### src/rtl/vfp_axis_pkg.sv
// Shared types for the D5M -> AXI4-Stream video packer.
// - axis_pix_t   : one stream beat as stored in the FIFO {user, last, data}
// - pack_state_t : frame-tracking FSM states
package vfp_axis_pkg;

  localparam int unsigned AXIS_DATA_WIDTH = 24;

  typedef struct packed {
    logic                       user;
    logic                       last;
    logic [AXIS_DATA_WIDTH-1:0] data;
  } axis_pix_t;

  typedef enum logic [1:0] {
    S_WAIT,
    S_IDLE,
    S_FRAME
  } pack_state_t;

endpackage

### src/rtl/vfp_sync_fifo.sv
// First-word-fall-through synchronous FIFO.
// Ports:
//   clk, rst        clock, async active-high reset
//   wr_en, wr_data  push request and word; accepted if not full or if popping this cycle
//   rd_en           pop request; ignored when empty
//   rd_data         head word, valid whenever !empty
//   full, empty     occupancy flags
//   level           current occupancy (0..DEPTH)
module vfp_sync_fifo #(
  parameter int unsigned WIDTH = 26,
  parameter int unsigned DEPTH = 16,
  localparam int unsigned AW   = $clog2(DEPTH)
) (
  input  logic             clk,
  input  logic             rst,
  input  logic             wr_en,
  input  logic [WIDTH-1:0] wr_data,
  input  logic             rd_en,
  output logic [WIDTH-1:0] rd_data,
  output logic             full,
  output logic             empty,
  output logic [AW:0]      level
);

  logic [WIDTH-1:0] mem [DEPTH];
  logic [AW-1:0]    wr_ptr_q, rd_ptr_q;
  logic [AW:0]      level_q;
  logic             do_wr, do_rd;

  assign full    = (level_q == (AW+1)'(DEPTH));
  assign empty   = (level_q == '0);
  assign level   = level_q;
  assign rd_data = mem[rd_ptr_q];

  // A full FIFO still takes a write when the head is leaving in the same cycle.
  assign do_rd = rd_en & ~empty;
  assign do_wr = wr_en & (~full | do_rd);

  // Pointers are exactly AW bits wide, so they wrap modulo DEPTH for free.
  always_ff @(posedge clk or posedge rst) begin
    if (rst) begin
      wr_ptr_q <= '0;
      rd_ptr_q <= '0;
      level_q  <= '0;
    end else begin
      if (do_wr) wr_ptr_q <= wr_ptr_q + 1'b1;
      if (do_rd) rd_ptr_q <= rd_ptr_q + 1'b1;
      if (do_wr && !do_rd) begin
        level_q <= level_q + 1'b1;
      end else if (!do_wr && do_rd) begin
        level_q <= level_q - 1'b1;
      end
    end
  end

  always_ff @(posedge clk) begin
    if (do_wr) mem[wr_ptr_q] <= wr_data;
  end

endmodule

### src/rtl/d5m_axis_video_packer.sv
// D5M camera pixel stream to AXI4-Stream video (tuser = start of frame, tlast = end of line).
// The camera cannot be paused, so a FWFT FIFO absorbs back-pressure and overflow is only flagged.
// Ports:
//   pixclk, reset            clock, async active-high reset
//   ifval, ilval, idata      camera frame valid, line valid, pixel
//   m_axis_t*                AXI4-Stream master (tvalid/tready/tdata/tuser/tlast)
//   ovf                      sticky overflow flag, cleared only by reset
//   frame_cnt                completed frames, wrapping
//   fifo_level               FIFO occupancy
// DATA_WIDTH must match vfp_axis_pkg::AXIS_DATA_WIDTH (the beat struct is sized from it).
module d5m_axis_video_packer
  import vfp_axis_pkg::*;
#(
  parameter int unsigned DATA_WIDTH = AXIS_DATA_WIDTH,
  parameter int unsigned FIFO_DEPTH = 16,
  parameter int unsigned CNT_WIDTH  = 16
) (
  input  logic                          pixclk,
  input  logic                          reset,
  input  logic                          ifval,
  input  logic                          ilval,
  input  logic [DATA_WIDTH-1:0]         idata,
  input  logic                          m_axis_tready,
  output logic                          m_axis_tvalid,
  output logic [DATA_WIDTH-1:0]         m_axis_tdata,
  output logic                          m_axis_tuser,
  output logic                          m_axis_tlast,
  output logic                          ovf,
  output logic [CNT_WIDTH-1:0]          frame_cnt,
  output logic [$clog2(FIFO_DEPTH):0]   fifo_level
);

  pack_state_t          state_q, state_d;
  logic                 sof_pend_q, sof_pend_d;
  logic                 hold_vld_q, hold_vld_d;
  axis_pix_t            hold_q, hold_d;
  logic                 ovf_q, ovf_d;
  logic [CNT_WIDTH-1:0] frame_cnt_q, frame_cnt_d;

  logic                 pix_acc;
  logic                 push, pop;
  axis_pix_t            push_word, head_word;
  logic                 fifo_full, fifo_empty;

  assign pix_acc = (state_q == S_FRAME) & ifval & ilval;

  always_comb begin
    state_d     = state_q;
    sof_pend_d  = sof_pend_q;
    hold_vld_d  = hold_vld_q;
    hold_d      = hold_q;
    frame_cnt_d = frame_cnt_q;
    push        = 1'b0;
    push_word   = '0;

    unique case (state_q)
      // Wait for a frame gap so a frame already in progress at reset is never emitted.
      S_WAIT:  if (!ifval) state_d = S_WAIT == S_WAIT ? S_IDLE : S_WAIT;
      S_IDLE: begin
        if (ifval) begin
          state_d    = S_FRAME;
          sof_pend_d = 1'b1;
        end
      end
      S_FRAME: begin
        if (!ifval) begin
          state_d     = S_IDLE;
          frame_cnt_d = frame_cnt_q + 1'b1;
        end
      end
      default: state_d = S_WAIT;
    endcase

    // The hold register delays each pixel by one sample so tlast is known when it is pushed.
    if (pix_acc) begin
      if (hold_vld_q) begin
        push           = 1'b1;
        push_word      = hold_q;
        push_word.last = 1'b0;
      end
      hold_d      = '{user: sof_pend_q, last: 1'b0, data: idata};
      hold_vld_d  = 1'b1;
      sof_pend_d  = 1'b0;
    end else if (hold_vld_q) begin
      // Line (or frame) ended: the held pixel was the last of its line.
      push           = 1'b1;
      push_word      = hold_q;
      push_word.last = 1'b1;
      hold_vld_d     = 1'b0;
    end
  end

  assign pop   = m_axis_tvalid & m_axis_tready;
  // A push into a full FIFO is dropped unless the head leaves in the same cycle.
  assign ovf_d = ovf_q | (push & fifo_full & ~pop);

  always_ff @(posedge pixclk or posedge reset) begin
    if (reset) begin
      state_q     <= S_WAIT;
      sof_pend_q  <= 1'b0;
      hold_vld_q  <= 1'b0;
      hold_q      <= '0;
      ovf_q       <= 1'b0;
      frame_cnt_q <= '0;
    end else begin
      state_q     <= state_d;
      sof_pend_q  <= sof_pend_d;
      hold_vld_q  <= hold_vld_d;
      hold_q      <= hold_d;
      ovf_q       <= ovf_d;
      frame_cnt_q <= frame_cnt_d;
    end
  end

  vfp_sync_fifo #(
    .WIDTH ($bits(axis_pix_t)),
    .DEPTH (FIFO_DEPTH)
  ) u_fifo (
    .clk     (pixclk),
    .rst     (reset),
    .wr_en   (push),
    .wr_data (push_word),
    .rd_en   (pop),
    .rd_data (head_word),
    .full    (fifo_full),
    .empty   (fifo_empty),
    .level   (fifo_level)
  );

  // Beat fields are forced to zero while empty so the unreset FIFO memory never shows.
  assign m_axis_tvalid = ~fifo_empty;
  assign m_axis_tdata  = fifo_empty ? '0   : head_word.data;
  assign m_axis_tuser  = fifo_empty ? 1'b0 : head_word.user;
  assign m_axis_tlast  = fifo_empty ? 1'b0 : head_word.last;
  assign ovf           = ovf_q;
  assign frame_cnt     = frame_cnt_q;

endmodule

### config.mk
export PLATFORM = sky130hd
export DESIGN_NAME = d5m_axis_video_packer
export DESIGN_NICKNAME = d
export VERILOG_FILES = /design/src/rtl/vfp_axis_pkg.sv /design/src/rtl/vfp_sync_fifo.sv /design/src/rtl/d5m_axis_video_packer.sv
export SDC_FILE = /design/constraint.sdc
export NUM_CORES = 1
export LEC_CHECK = 0
export ABC_AREA = 1
export CORE_MARGIN = 2
export CORE_UTILIZATION = 35
export CTS_CLUSTER_DIAMETER = 50
export CTS_CLUSTER_SIZE = 28
export DETAILED_ROUTE_END_ITERATION = 7
export SLEW_MARGIN = 20
export SYNTH_ARGS = -nofsm -noshare
export SYNTH_HDL_FRONTEND = slang
export SYNTH_HIERARCHICAL = 1
export SYNTH_SLANG_ARGS = --single-unit
export TNS_END_PERCENT = 5
### constraint.sdc
create_clock -name pixclk -period 11.34 [get_ports pixclk]
set_clock_uncertainty 0.05 [all_clocks]
set_input_delay 1.701 -clock pixclk [delete_from_list [all_inputs] [get_ports pixclk]]
set_output_delay 1.701 -clock pixclk [all_outputs]
set_load 0.005 [all_outputs]
Word level (Yosys, flattened, before mapping)
Memory sizes are Yosys's and may differ from the RTL's.
Cells that the tools add are included.
{"block": "op_classes", "add_sub_neg": 5, "bitwise_logic": 13, "order_cmp": 0, "mux": 18, "n_shift": 0, "div": 0, "reduce_logical": 13, "n_eq_ne": 5, "n_mul": 0}
{"cell": "$mux 26", "n": 3}
{"cell": "$mux 24", "n": 1}
{"cell": "$add 16x1->16 const B", "n": 1}
{"cell": "$mux 5", "n": 2}
{"cell": "$mux 1", "n": 9}
{"cell": "$add 4x1->4 const B", "n": 2}
{"cell": "$and 1x1->1", "n": 7}
{"cell": "$reduce_and 2->1", "n": 3}
{"cell": "$reduce_bool 2->1", "n": 3}
{"cell": "$add 5x1->5 const B", "n": 1}
{"cell": "$eq 5x5->1 const B", "n": 1}
{"cell": "$logic_not 5->1", "n": 1}
{"cell": "$sub 5x1->5 const B", "n": 1}
{"cell": "$mux 2", "n": 2}
{"cell": "$ne 2x2->1 const B", "n": 2}
{"cell": "$not 1->1", "n": 4}
{"cell": "$pmux 2 s2", "n": 1}
{"cell": "$eq 2x1->1 const B", "n": 1}
{"cell": "$eq 2x2->1 const B", "n": 1}
{"cell": "$logic_and 1x1->1", "n": 2}
{"cell": "$logic_not 1->1", "n": 2}
{"cell": "$logic_not 2->1", "n": 1}
{"cell": "$or 1x1->1", "n": 2}
{"cell": "$reduce_or 2->1", "n": 1}
{"block": "word_totals", "reg_bits": 59, "in_bits": 29, "ram_bits": 416, "memories": 1, "wordCells": 65, "latchBits": 0, "rom_bits": 0}
{"memory": "u_fifo.mem", "words": 16, "width": 26, "rd": 1, "rd_clocked_by_memory_dff": 0, "wr": 1, "line": "vfp_sync_fifo.sv:25", "text": "logic [WIDTH-1:0] mem [DEPTH];"}

Longest topological paths before layout
Gate-level depths: netlist (run 1).
{"block": "depth", "word_depth": 10, "ltp_mapped": 20, "depth_no_buf": 18}

Hierarchy
Netlist (run 1), hierarchy kept.
{"mod": "vfp_sync_fifo", "area_per_inst_um2": 18240.0, "instances": 1, "cells_per_inst": 1749}
{"mod": "d5m_axis_video_packer", "area_per_inst_um2": 2421.1, "instances": 1, "cells_per_inst": 338}

Worst setup path before layout (run 1)
No wires, ideal clock.
{"block": "synth_path", "kind": "input -> register", "startpoint": "input port m_axis_tready", "endpoint": "memory u_fifo.mem[0][0] (enable)", "required_time_ps": 10848, "setup_slack_ps": 6730, "path_buffers": 1, "arrival_time_ps": 4118, "stages": 7, "setup_ps": 442, "cell_sequence": "inv_1 -> nor2_1 -> inv_1 -> nand4_1 -> nand2_1 -> buf_2 -> nor3_1"}
{"block": "synth_between", "elab_chain_len": 6}
{"item": "start, declared", "line": "d5m_axis_video_packer.sv:23", "text": "input logic m_axis_tready,"}
{"item": "$and 1x1->1", "line": "d5m_axis_video_packer.sv:93", "text": "assign pop = m_axis_tvalid & m_axis_tready;"}
{"item": "via pop", "line": "d5m_axis_video_packer.sv:41", "text": "logic push, pop;"}
{"item": "$and 1x1->1", "line": "vfp_sync_fifo.sv:36", "text": "assign do_rd = rd_en & ~empty;"}
{"item": "$or 1x1->1", "line": "vfp_sync_fifo.sv:37", "text": "assign do_wr = wr_en & (~full | do_rd);"}
{"item": "$and 1x1->1", "line": "vfp_sync_fifo.sv:37"}
{"item": "$mux 1", "line": "vfp_sync_fifo.sv:57", "text": "if (do_wr) mem[wr_ptr_q] <= wr_data;"}
{"item": "$mux 1 (not written as such)", "line": "vfp_sync_fifo.sv:57"}
{"item": "end, declared", "line": "vfp_sync_fifo.sv:25"}
The timed path passes the listed nets, and every way through them passes these cells.

==> impl_metrics.toml, run 1 <==
[yosys]
ys_seq_elements = 475
synth_top_cell_by_area = "edfxtp_1"
synth_area_leaders = "edfxtp_1 60%, nand2_1 15%, dfrtp_1 7.1%"
synth-async-reset-ratio = 0.124
synth_fp_nets = 2127
ys_types = 31
syn_area_per_cell_sq_um = 9.90
syn_inst = 2087
syn-cell-area_sq_um = 20700
synth_top_area_share = 0.605
synth_warnings = 6
synthFlopType = "edfxtp_1"
synth_edf_count = 416
yosysSeqAreaShare = 0.676

[timing]
fin_crit_ns = 6.49
setup_viol = 0
finalCritPeriodShare = 0.572
fin_tns_setup_ns = 0
slew_headroom = 0.254
fmax_mhz = 154
hold_violations = 0
tightest_slew_ns = 1.12
rsz0062_at_grt = "no"
slew_viol_final = 0

[detailed_routing]
first_iter_violations = 1117
wirelength_um = 49700
drt_first_pass_iters = 5
via_per_inst = 4.68
drc_errors = 0
ant_nets = 0
via_count = 13819
post_drt_wl_per_cell_um = 16.8

[floorplan]
rows = 89
die-area_sq_um = 61000
dieWidth_um = 247
ioPinCount = 78
core_sq_um = 58700
die_h_um = 247
start_util = 0.352

[placed_design]
placed_cells = 2877
dpl.hpwl_um = 26800
portBuffers = 77
globalplace.congestion = 0.784

[min_path]
hold_path_end = "hold_q[25]"
min_path_cells = 2
hp-class = "reg2reg"
hold_path.startpoint = "sof_pend_q"

[power_and_ir_drop]
p_clk_frac = 0.307
intPower_uw = 3430
p_sw_frac = 0.341
p_sw_uw = 1770
power_frac_seq = 0.391
p_comb_frac = 0.303
leakage_uw = 0.0103
vdd_drop_max_uv = 148
cellPowerDensity_nw_per_um2 = 218

[clock_tree]
postCtsSetupBuffers = 0
clockBufferDepth = 3
ctsResizeCount = 0
clk_latency_ns = 0.56
root_buffer = "clkbuf_16"
ctsHtreeMaxLevel = 2
cts_tree = "done"
numClockSinks = 475
clk_pin_slew_ns = 0.08
cts-buffers-inserted = 41
hold_buffers = 0

[status]
status = "complete, no violations"

[job]
drv_cap = 0

[critical_path]
r2r-start = "u_fifo/level[0]"
cp.required_ns = 9.59
cp-end-kind = "primary output"
critPathLaunchType = "flop"
r2r_setup_slack_ns = 7.35
reg2reg_to = "u_fifo/mem[10][8]"
crit_arrival_ns = 4.74
critPathKind = "reg2out"
crit_fanout = 105
rr_worst_depth = 10

[cells_and_area]
stdcell_count = 2953
diodes = 0
most-common-layout-cells = "828 x nand2_1, 416 x edfxtp_1, 245 x inv_1"
final_common_cell = "nand2_1"
area_growth_pct = 15.2
drive_above_1_share = 0.0624
fillers = 5550
nets = 2187

[grt]
grt_start_max_net_pins = 106
antenna_found_initial = 0
grt-ovfl-total = 0
grt_usage = 0.164
grt_pass1_wl_um = 76400
grt_pass1_vias = 12977
power by group through the flow:
| stage | logic, uW | clock network (uW) | registers, uW |
|---|---|---|---|
| after floorplan | 1040 | 0 | 2020 |
| after global placement | 1570 | 0 | 2070 |
| after detailed placement | 1590 | 0 | 2070 |
| after CTS | 1600 | 1630 | 2030 |
| after global routing | 1770 | 1690 | 2040 |
| final | 1570 | 1600 | 2030 |
stage by stage:
step	instance area, sq um	util	setup slack, ns	hold slack, ns	power [uW]
after detailed placement	22300	0.379	5.41	0.416	3660
after CTS	23800	0.406	4.82	0.431	5260
after global routing	23800	0.406	4.46	0.446	5510
after global placement	22300	0.379	5.41	0.409	3640
final	23800	0.406	4.85	0.425	5200
after floorplan	20700	-	6.73	0.387	3060
how the worst max path moves through the flow:
stage	start	end	slack [ns]
after floorplan	m_axis_tready	u_fifo/mem[0][0]	6.73
after global placement	u_fifo/rd_ptr_q[0]	m_axis_tdata[11]	5.41
after detailed placement	u_fifo/rd_ptr_q[0]	m_axis_tdata[11]	5.41
after CTS	u_fifo/rd_ptr_q[0]	m_axis_tdata[11]	4.82
after global routing	u_fifo/rd_ptr_q[0]	m_axis_tdata[11]	4.46
final	u_fifo/rd_ptr_q[0]	m_axis_tdata[13]	4.85
flip-flops by register name (all words and copies together) (netlist names):
signal,flops
frame_cnt,16
u_fifo/rd_ptr_q,4
state_q,2
hold_vld_q,1
ovf,1
u_fifo/wr_ptr_q,4
hold_q,25
u_fifo/level,5
u_fifo/mem,416
sof_pend_q,1
routing by layer:
layer | part of all wire | global-route usage | vias up
li1 | - | - | 6756
met1 | 0.45 | 0.230 | 6563
met2 | 0.46 | 0.263 | 416
met3 | 0.068 | 0.0256 | 84
met4 | 0.025 | 0.0477 | 0
met5 | 0 | 0 | -
kinds of logic after synthesis:
| group | Yosys count | share of synthesized area |
|---|---|---|
| simple gates | 1233 | 0.240 |
| buf+inv | 344 | 0.0683 |
| flops | 475 | 0.676 |
| fa+ha+maj | 11 | 0.00702 |
| compound gates | 11 | 0.00291 |
| xor+xnor | 13 | 0.00551 |
worst max-delay path, cell delays in order, from the launching register on:
cell             delay, ns
dfrtp_4               0.88
buf_4                 0.87
buf_4                 0.95
nand2_1               0.13
nand2_1               0.12
nor2_1                0.06
nor2_1                0.11
nand2_1               0.06
nand2_1               0.06
inv_1                 0.04
nor2_1                0.17
clkdlybuf4s50_1       0.54
layout make-up:
cell class,instances,area [sq um],area share
repair buffers,107,996,0.0418
well taps,773,967,0.0406
flip-flops and latches,475,14000,0.587
inverters,254,957,0.0402
clock inverters,28,459,0.0193
clock buffers,48,1090,0.0460
multi-input cells,1268,5360,0.225
synth_stat cells (5+ instances only):
master / count
buf_1: 6
buf_2: 44
buf_4: 11
clkbuf_1: 26
dfrtp_1: 59
edfxtp_1: 416
ha_1: 10
inv_1: 246
inv_2: 7
nand2_1: 828
nand3_1: 173
nand4_1: 5
nor2_1: 196
nor3_1: 19
o21ai_0: 5
xnor2_1: 6
xor2_1: 7
No activity file was read; power rests on OpenSTA's default activity.
==> inputs of run 2 (changes only) <==
clock period = 5.7 ns   (was 11.34 ns; I/O delays follow)
==> impl_metrics.toml, run 2 (synthesis results as in run 1) <==
[status]
status = "complete, no violations"

[timing]
fin_crit_ns = 4.40
fin_tns_setup_ns = 0
hold_violations = 0
slew_headroom = 0.307
tightest_slew_ns = 1.04
slew_viol_final = 0
setup_viol = 0
fmax_mhz = 227
rsz0062_at_grt = "no"
finalCritPeriodShare = 0.772

[power_and_ir_drop]
p_clk_frac = 0.309
p_sw_frac = 0.357
intPower_uw = 6690
leakage_uw = 0.0103
vdd_drop_max_uv = 261
p_sw_uw = 3720
power_uw = 10400
p_comb_frac = 0.306
cellPowerDensity_nw_per_um2 = 435
power_frac_seq = 0.385

[critical_path]
cp-end-kind = "primary output"
rr_worst_depth = 17
crit_fanout = 83
timing.critical_path.from = "u_fifo/rd_ptr_q[0]"
crit_arrival_ns = 3.50
critPathKind = "reg2out"
r2r-start = "u_fifo/level[0]"
critPathLaunchType = "flop"
cp.required_ns = 4.80
reg2reg_to = "u_fifo/level[4]"
r2r_setup_slack_ns = 2.26

[grt]
grt_pass1_vias = 13495
grt_usage = 0.169
grt_start_max_net_pins = 263
grt-ovfl-total = 0
antenna_found_initial = 0
grt_pass1_wl_um = 78500

[job]
drv_cap = 0

[detailed_routing]
wirelength_um = 51000
post_drt_wl_per_cell_um = 17.2
via_count = 13929
ant_nets = 0
via_per_inst = 4.71
drt_first_pass_iters = 5
drc_errors = 0
first_iter_violations = 1052

[clock_tree]
postCtsSetupBuffers = 0
clk_latency_ns = 0.59
cts-buffers-inserted = 45
root_buffer = "clkbuf_16"
ctsResizeCount = 0
clockBufferDepth = 3
hold_buffers = 0
clk_pin_slew_ns = 0.08
cts_tree = "done"
ctsHtreeMaxLevel = 2
numClockSinks = 475

[cells_and_area]
diodes = 0
most-common-layout-cells = "828 x nand2_1, 416 x edfxtp_1, 245 x inv_1"
nets = 2190
drive_above_1_share = 0.0668
fillers = 5552
area_growth_pct = 15.7
largest_register_ffs = 416
stdcell_count = 2960
largest_register = "u_fifo/mem"
final_common_cell = "nand2_1"

[floorplan]
rows = 89
dieWidth_um = 247
start_util = 0.352
core_sq_um = 58700
ioPinCount = 78
die_h_um = 247
die-area_sq_um = 61000

[min_path]
hp-class = "reg2reg"
hold_path_end = "hold_q[7]"
hold_path.startpoint = "hold_q[7]"
min_path_cells = 2

[placed_design]
placed_cells = 2875
dpl.hpwl_um = 26900
globalplace.congestion = 0.796
portBuffers = 77
run 2: cell count changes in the layout (fill, tap and decap cells not counted), sizes merged:
cell	change
inv	+11
bufinv	-8
clkinv	+6
buf	-1
clkinvlp	-1
run 2: metal layers:
metal / share of wire / track usage / vias to the layer above / wire (um)
li1: - / - / 6779 / -
met1: 0.46 / 0.241 / 6675 / 23700
met2: 0.45 / 0.266 / 406 / 23100
met3: 0.062 / 0.0288 / 69 / 3140
met4: 0.020 / 0.0480 / 0 / 1030
met5: 0 / 0 / - / 0
run 2: worst max path at each step:
stage               depth (start not counted)          endpoint
global placement                           11  m_axis_tdata[23]
floorplan                                   7  u_fifo/mem[0][0]
detailed placement                         16   u_fifo/level[4]
CTS                                        10  m_axis_tdata[17]
global route                               11  m_axis_tdata[23]
finish                                     11  m_axis_tdata[23]
run 2: layout make-up:
class                           count  area, sq um  share of cell area
Clock inverter                     36          442              0.0185
Inverter                          254          958              0.0401
Clock buffer                       48         1180              0.0494
Tap cell                          773          967              0.0405
Sequential cell                   475        14000               0.585
Timing Repair Buffer              106         1020              0.0427
Multi-Input combinational cell   1268         5360               0.224
run 2: power groups by stage:
stage	sequential [uW]	combinational [uW]	clock, uW
floorplan	4020	2070	0
global placement	4070	3170	0
detailed placement	4080	3200	0
CTS	4000	3210	3280
global route	4020	3590	3400
finish	4000	3180	3220
run 2: worst max-delay path, stage by stage, from the launching register on:
cell             delay [ns]
dfrtp_4                0.51
inv_4                  0.67
buf_4                  0.44
nand2_1                0.09
nand3_1                0.09
nand2_1                0.05
nor2_1                 0.10
nand2_1                0.08
nand2_1                0.06
inv_1                  0.05
nor2_1                 0.17
clkdlybuf4s50_1        0.55
run 2: stage by stage:
| step | worst slack, ns | area, sq um | utilization | hold slack [ns] |
|---|---|---|---|---|
| after global placement | 1.90 | 22300 | 0.379 | 0.407 |
| after CTS | 1.28 | 23900 | 0.407 | 0.435 |
| after detailed placement | 1.86 | 22300 | 0.379 | 0.410 |
| after floorplan | 1.94 | 20700 | - | 0.387 |
| final | 1.30 | 23900 | 0.407 | 0.430 |
| after global routing | 1.06 | 23900 | 0.407 | 0.448 |
==> inputs of run 3 (changes only) <==
clock period = 4.1 ns   (was 5.7 ns; I/O delays follow)
==> impl_metrics.toml, run 3 (synthesis results as in run 1) <==
[status]
status = "complete, no violations"

[cells_and_area]
largest_register = "u_fifo/mem"
area_growth_pct = 14.9
stdcell_area_sq_um = 23700
fillers = 5639
final_common_cell = "nand2_1"
most-common-layout-cells = "828 x nand2_1, 416 x edfxtp_1, 245 x inv_1"
drive_above_1_share = 0.0641
nets = 2193
largest_register_ffs = 416
diodes = 0

[clock_tree]
ctsResizeCount = 0
numClockSinks = 475
postCtsSetupBuffers = 0
clk_pin_slew_ns = 0.07
cts_tree = "done"
root_buffer = "clkbuf_16"
ctsHtreeMaxLevel = 2
clockBufferDepth = 3
hold_buffers = 0
cts-buffers-inserted = 40
clk_latency_ns = 0.57

[timing]
slew_viol_final = 0
fin_ws_ns = 0.190
rsz0062_at_grt = "yes"
hold_violations = 0
slew_headroom = 0.374
fin_crit_ns = 3.91
finalCritPeriodShare = 0.954
fmax_mhz = 256
tightest_slew_ns = 0.937
setup_viol = 0

[placed_design]
dpl.hpwl_um = 27500
portBuffers = 77
place_ws_ns = 0.770
place_area_sq_um = 22400
globalplace.congestion = 0.793

[floorplan]
rows = 89
core_sq_um = 58700
dieWidth_um = 247
ioPinCount = 78
die_h_um = 247
start_util = 0.352
die-area_sq_um = 61000

[detailed_routing]
post_drt_wl_per_cell_um = 16.7
via_count = 13691
via_per_inst = 4.63
drc_errors = 0
wirelength_um = 49500
ant_nets = 0
first_iter_violations = 1048
drt_first_pass_iters = 8

[power_and_ir_drop]
p_sw_uw = 4940
intPower_uw = 9040
vdd_drop_max_uv = 441
p_comb_frac = 0.315
power_frac_seq = 0.403
leakage_uw = 0.0103
p_sw_frac = 0.353
power_uw = 14000
cellPowerDensity_nw_per_um2 = 589
p_clk_frac = 0.282

[critical_path]
critPathKind = "reg2out"
cp-end-kind = "primary output"
critPathSlowestCell = "dfrtp_4"
max_stage_delay_ns = 0.73
critPathLaunchType = "flop"
crit_fanout = 148
crit_arrival_ns = 3.25
path_cells = "buf_12, nand2_1, nand3_1, nand2_1, nor2_1, nand2_1, nand2_1, inv_1, nor2_1, clkdlybuf4s50_1"
path_buf_inv = 3
cp_common_cell = "nand2_1"
cpLargestDelayFamily = "buffers and inverters"
cp.required_ns = 3.43

[grt]
gr-usage-met2 = 0.259
use_met1 = 0.232
grt-ovfl-total = 0
grt_usage = 0.165
grt_pass1_vias = 13232
antenna_found_initial = 0
grt_start_max_net_pins = 149
grt-busiest-layer = "met2"
grt_pass1_wl_um = 77000
use_met3 = 0.0288

[min_path]
hp-class = "in2async"

[job]
drv_cap = 0
run 3: metal layers:
layer / wire [um] / vias to the layer above
li1: - / 6764
met1: 22600 / 6486
met2: 22600 / 368
met3: 3000 / 73
met4: 1330 / 0
met5: 0 / -
run 3: through the flow:
stage / setup TNS (ns) / hold WS, ns / instances / util
floorplan: 0 / 0.387 / 2087 / -
global placement: 0 / 0.410 / 2884 / 0.381
detailed placement: 0 / 0.413 / 2884 / 0.381
CTS: 0 / 0.414 / 2956 / 0.404
global route: -0.00521 / 0.430 / 2956 / 0.404
finish: 0 / 0.421 / 2956 / 0.404
run 3: worst paths after layout:
kind	startpoint	endpoint	slack, ns	cells after the start
max in group asynchronous	reset	hold_q[21]	2.85	2
hold / removal	reset	u_fifo/rd_ptr_q[1]	0.42	2
min in group pixclk	sof_pend_q	hold_q[25]	0.43	2
setup / recovery	u_fifo/rd_ptr_q[0]	m_axis_tdata[10]	0.19	10
hold reg to reg	sof_pend_q	hold_q[25]	0.43	2
setup reg to reg	u_fifo/level[0]	u_fifo/level[4]	1.48	17
run 3: area by class of cell:
cell class | instances | area (sq um) | area share
clock buffer | 47 | 1070 | 0.0450
clock inverter | 25 | 302 | 0.0127
inverter | 254 | 960 | 0.0404
multi-input combinational | 1268 | 5360 | 0.226
sequential | 475 | 14000 | 0.589
tap | 773 | 967 | 0.0408
timing repair buffer | 114 | 1100 | 0.0463
run 3: power by group through the flow:
stage               sequential, uW  clock, uW  combinational [uW]
floorplan                     5590          0                2880
global placement              5730          0                4410
detailed placement            5740          0                4450
CTS                           5630       4050                4460
global route                  5670       4230                5000
finish                        5630       3950                4400
